--- config.mk ---
export PLATFORM = sky130hd
export DESIGN_NAME = seq_step_sched
export DESIGN_NICKNAME = d
export VERILOG_FILES = /design/src/rtl/seq_step_sched_pkg.sv /design/src/rtl/seq_step_sched_engine.sv /design/src/rtl/seq_step_sched.sv
export SDC_FILE = /design/constraint.sdc
export NUM_CORES = 1
export LEC_CHECK = 0
export CAP_MARGIN = 10
export CORE_ASPECT_RATIO = 0.8
export CORE_UTILIZATION = 51
export CTS_BUF_LIST = sky130_fd_sc_hd__clkbuf_8 sky130_fd_sc_hd__clkbuf_16
export DETAILED_ROUTE_END_ITERATION = 6
export GPL_ROUTABILITY_DRIVEN = 0
export PLACE_DENSITY = 0.86
export SKIP_CTS_REPAIR_TIMING = 1
export SYNTH_ARGS = -nofsm -noshare
export SYNTH_HDL_FRONTEND = slang
export SYNTH_SLANG_ARGS = --single-unit
--- constraint.sdc ---
create_clock -name clk -period 2.3 [get_ports clk]
set_input_delay 0.46 -clock clk [delete_from_list [all_inputs] [get_ports clk]]
set_output_delay 0.46 -clock clk [all_outputs]
set_load 0.02 [all_outputs]
--- src/rtl/seq_step_sched_pkg.sv ---
// Shared constants for the two-requester step scheduler and its modulo-4 sequence engine.
package seq_step_sched_pkg;

  localparam logic [1:0] ST_IDLE = 2'd0;
  localparam logic [1:0] ST_RUN  = 2'd1;
  localparam logic [1:0] ST_DONE = 2'd2;

  localparam logic [1:0] S_00 = 2'd0;
  localparam logic [1:0] S_01 = 2'd1;
  localparam logic [1:0] S_10 = 2'd2;
  localparam logic [1:0] S_11 = 2'd3;

  localparam logic DIR_UP = 1'b0;
  localparam logic DIR_DN = 1'b1;

  function automatic logic [1:0] onehot2(input logic idx);
    return idx ? 2'b10 : 2'b01;
  endfunction

endpackage

--- src/rtl/seq_step_sched_engine.sv ---
// Registered modulo-4 up/down sequence engine; y flags the engine sitting in state 3.
module seq_engine
  import seq_step_sched_pkg::*;
(
  input  logic       clk,
  input  logic       rst_n,
  input  logic       clr,
  input  logic       step,
  input  logic       dir,
  output logic [1:0] state,
  output logic       y
);

  logic [1:0] state_nxt;
  logic       dn;

  assign dn = (dir == DIR_DN);

  always_comb begin
    state_nxt = state;
    case (state)
      S_00:    state_nxt = dn ? S_11 : S_01;
      S_01:    state_nxt = dn ? S_00 : S_10;
      S_10:    state_nxt = dn ? S_01 : S_11;
      default: state_nxt = dn ? S_10 : S_00;
    endcase
  end

  always_ff @(posedge clk or negedge rst_n) begin
    if (!rst_n) begin
      state <= S_00;
    end else if (clr) begin
      state <= S_00;
    end else if (step) begin
      state <= state_nxt;
    end
  end

  assign y = (state == S_11);

endmodule

--- src/rtl/seq_step_sched.sv ---
// Round-robin scheduler sharing one sequence engine between two requesters.
//   state   | meaning
//   IDLE    | no job; arbitrate pending requests, clear engine on grant
//   RUN     | engine steps once per cycle, remaining count decrements
//   DONE    | last step taken; next cycle pulses done_o with the hit count
module seq_step_sched
  import seq_step_sched_pkg::*;
#(
  parameter int LEN_W = 4,
  parameter int HIT_W = LEN_W + 1
) (
  input  logic             clk,
  input  logic             rst_n,
  input  logic [1:0]       req_i,
  input  logic [1:0]       dir_i,
  input  logic [LEN_W-1:0] len0_i,
  input  logic [LEN_W-1:0] len1_i,
  output logic [1:0]       gnt_o,
  output logic             busy_o,
  output logic [1:0]       done_o,
  output logic [HIT_W-1:0] hits_o,
  output logic [1:0]       eng_state_o
);

  logic [1:0]       fsm_q;
  logic             win_q;
  logic             last_q;
  logic             dir_q;
  logic [LEN_W-1:0] rem_q;
  logic [HIT_W-1:0] hit_q;
  logic             step_d;

  logic             win_nxt;
  logic [LEN_W-1:0] len_sel;
  logic             abort;
  logic             eng_clr;
  logic             eng_step;
  logic             eng_y;
  logic             hit_inc;
  logic [HIT_W-1:0] hits_final;

  // Contention goes to whoever was not served last.
  assign win_nxt  = (req_i == 2'b11) ? ~last_q : req_i[1];
  assign len_sel  = win_nxt ? len1_i : len0_i;
  assign abort    = (fsm_q == ST_RUN) && !req_i[win_q];
  assign eng_clr  = (fsm_q == ST_IDLE) && (|req_i);
  assign eng_step = (fsm_q == ST_RUN) && !abort;

  // The engine state after a step is only visible a cycle later, so the hit is
  // credited then; the DONE cycle folds in the credit from the final step.
  assign hit_inc    = step_d && eng_y;
  assign hits_final = hit_q + HIT_W'(hit_inc);

  seq_engine u_engine (
    .clk   (clk),
    .rst_n (rst_n),
    .clr   (eng_clr),
    .step  (eng_step),
    .dir   (dir_q),
    .state (eng_state_o),
    .y     (eng_y)
  );

  always_ff @(posedge clk or negedge rst_n) begin
    if (!rst_n) begin
      fsm_q  <= ST_IDLE;
      win_q  <= 1'b0;
      last_q <= 1'b1;
      dir_q  <= DIR_UP;
      rem_q  <= '0;
      hit_q  <= '0;
      step_d <= 1'b0;
      done_o <= 2'b00;
      hits_o <= '0;
    end else begin
      done_o <= 2'b00;
      step_d <= eng_step;
      case (fsm_q)
        ST_IDLE: begin
          if (|req_i) begin
            win_q <= win_nxt;
            dir_q <= dir_i[win_nxt];
            rem_q <= len_sel;
            hit_q <= '0;
            fsm_q <= (len_sel == '0) ? ST_DONE : ST_RUN;
          end
        end
        ST_RUN: begin
          if (abort) begin
            last_q <= win_q;
            fsm_q  <= ST_IDLE;
          end else begin
            rem_q <= rem_q - LEN_W'(1);
            hit_q <= hits_final;
            if (rem_q == LEN_W'(1)) begin
              fsm_q <= ST_DONE;
            end
          end
        end
        ST_DONE: begin
          done_o <= onehot2(win_q);
          hits_o <= hits_final;
          last_q <= win_q;
          fsm_q  <= ST_IDLE;
        end
        default: fsm_q <= ST_IDLE;
      endcase
    end
  end

  assign busy_o = (fsm_q == ST_RUN) || (fsm_q == ST_DONE);
  assign gnt_o  = busy_o ? onehot2(win_q) : 2'b00;

endmodule
==> impl_metrics.ini <==
[logic_synthesis]
syn_area_um2 = 1380
synth-warning-count = 0
synth_top_cells_by_count = 23 x dfrtp_1, 14 x nand2_1, 12 x o21ai_0, 9 x nor2_1, 7 x ha_1
ys_types = 42
synth-async-reset-ratio_pct = 100
yosys_register_bits = 24
synth_top_area_share_pct = 41.7
avgSynthCellArea_um2 = 10.3
synthCells = 134
synth_top_cell_by_area = dfrtp_1
seq_area_frac_synth_pct = 43.6
synth-edff-count = 0
synth_nets = 155
synth_top_flop_cell = dfrtp_1
yosysMostFrequentCell = dfrtp_1
ys_top_cells_by_area = dfrtp_1 42%, ha_1 6.4%, o21ai_0 4.4%

[worst_hold_path]
hold_path_depth = 1
holdCritPathClass = flip-flop to flip-flop
min-delay-start = hits_o[0]

[sta]
setup-violations-final = 0
period_share_pct = 95.5
fin_ws_ps = 104
slew_headroom_pct = 71.7
tightestPinTransition_ps = 423
clock_skew_ps = 2.93
fin_crit_ps = 2200
slew_violations = 0
whs_ps = 520
fmax_mhz = 455
hold_viol_final = 0
rsz0062_at_grt = false

[layout]
area_growth_pct = 26.4
multi_input_area_um2 = 709
fin_cells = 198
nFillCells = 186
num-nets-final = 184
antenna_cells = 0
seq_area_um2 = 602
drive_gt1_share_pct = 16.7

[run]
cap_viol_max_count = 0

[global_route]
grt_pass1_vias = 1067
grt_pass1_wl_um = 4600
grt_max_degree = 25
overflow = 0
grt_util_all_layers_pct = 21.2
antenna_found_initial = 0

[critical_path]
critPathKind = flip-flop to output port
critPathLaunch = fsm_q[0]
r2r-start = fsm_q[1]
cp-endpoint = busy_o
worstSetupEndpointType = output port
r2r_slack_ps = 380
r2r_cells = 7
crit_arrival_ps = 1740
crit_required_ps = 1840
r2r-end = rem_q[3]
cp_max_fo = 5
start_kind = flip-flop

[floorplanning]
dieArea_um2 = 2920
rows = 16
die_h_um = 48.5
die_w_um = 60.1
ioPinCount = 26
coreArea_um2 = 2500
initial_core_util_pct = 55.1

[routing]
drt-initial-drc-count = 24
vias = 1070
via_per_inst = 5.40
firstDrtPassIters = 4
wl_per_cell_um = 13.9
drt_wl_total_um = 2750
final_antenna_net_count = 0
drc = 0

[placement]
dpl.hpwl_um = 2030
dpl.cell_count = 194
place_ws_ps = 116
port_buffers = 25

[clock_tree]
clockRootBuffer = clkbuf_8
cts-buffers-inserted = 3
clkTransAtPathRegs_ps = 90
clock_insertion_delay_worst_skew_ps = 270
clk_path_buf_depth = 2
h-tree-depth = 1
cts_tree = built
clock-sinks = 24

[status]
run_status = finished, final reports clean

[pwr]
peakVddDrop_mv = 0.943
p_per_area_nw_per_um2 = 1250
leakagePower_nw = 0.803
sequential cells by signal, summed over array words and instances, names as in the netlist, 2 cells and up:
signal	flops
done_o	2
hit_q	5
fsm_q	2
rem_q	4
u_engine.state	2
hits_o	5
per-stage QoR:
step,utilization (%),total power [mW],area [um2],setup TNS [ps]
floorplan,-,1.49,1380,0
global placement,66.6,1.78,1670,0
detailed placement,66.6,1.82,1670,0
CTS,69.5,2.20,1740,-63.4
global route,69.7,2.33,1740,0
finish,69.7,2.19,1740,0
cell families after synthesis:
kind of cell	synth area share [%]
fa+ha+maj	6.35
buf+inv	4.90
simple gates	17.8
xor+xnor	1.91
compound gates	18.6
mux	6.81
flops	43.6
power breakdown:
group	switching, mW	total, mW	internal (mW)
Clock	0.141	0.374	0.233
Sequential	0.131	0.700	0.569
Combinational	0.587	1.11	0.526
Total	0.859	2.19	1.33
metal layers:
layer / vias up / GRT usage (%) / wire length (um)
li1: 527 / - / -
met1: 508 / 25.8 / 1220
met2: 31 / 35.9 / 1370
met3: 4 / 4.81 / 113
met4: 0 / 7.36 / 36
met5: - / 0 / 0
worst min-delay path by stage:
stage	to	slack, ps
final	hits_o[0]	520
after global routing	hits_o[0]	540
after CTS	hits_o[0]	520
after detailed placement	hits_o[0]	500
after global placement	hit_q[0]	480
after floorplan	dir_q	160
cell type report:
| type | instances | area share [%] |
|---|---|---|
| clock buffer | 3 | 2.37 |
| multi-input combinational | 98 | 40.7 |
| timing repair buffer | 30 | 16.8 |
| clock inverter | 1 | 1.72 |
| tap | 36 | 2.58 |
| sequential | 24 | 34.5 |
| inverter | 6 | 1.29 |
critical path: stages (launching register included):
cell and delay, ps:
dfrtp_1 400, inv_1 90, ha_1 360, clkdlybuf4s50_1 620
layout by cell type (no fill, tap or decap), types with 3 or more instances in the layout:
| cell type | n |
|---|---|
| dfrtp_1 | 23 |
| or2_2 | 3 |
| inv_1 | 6 |
| buf_4 | 5 |
| nand3_1 | 3 |
| mux2i_1 | 3 |
| mux2_2 | 3 |
| clkbuf_8 | 3 |
| a31oi_1 | 3 |
| o21ai_0 | 12 |
| clkdlybuf4s50_1 | 23 |
| a22o_1 | 3 |
| ha_1 | 7 |
| nand2_1 | 14 |
| nor2_1 | 9 |
(Power assumes the default switching activity.)
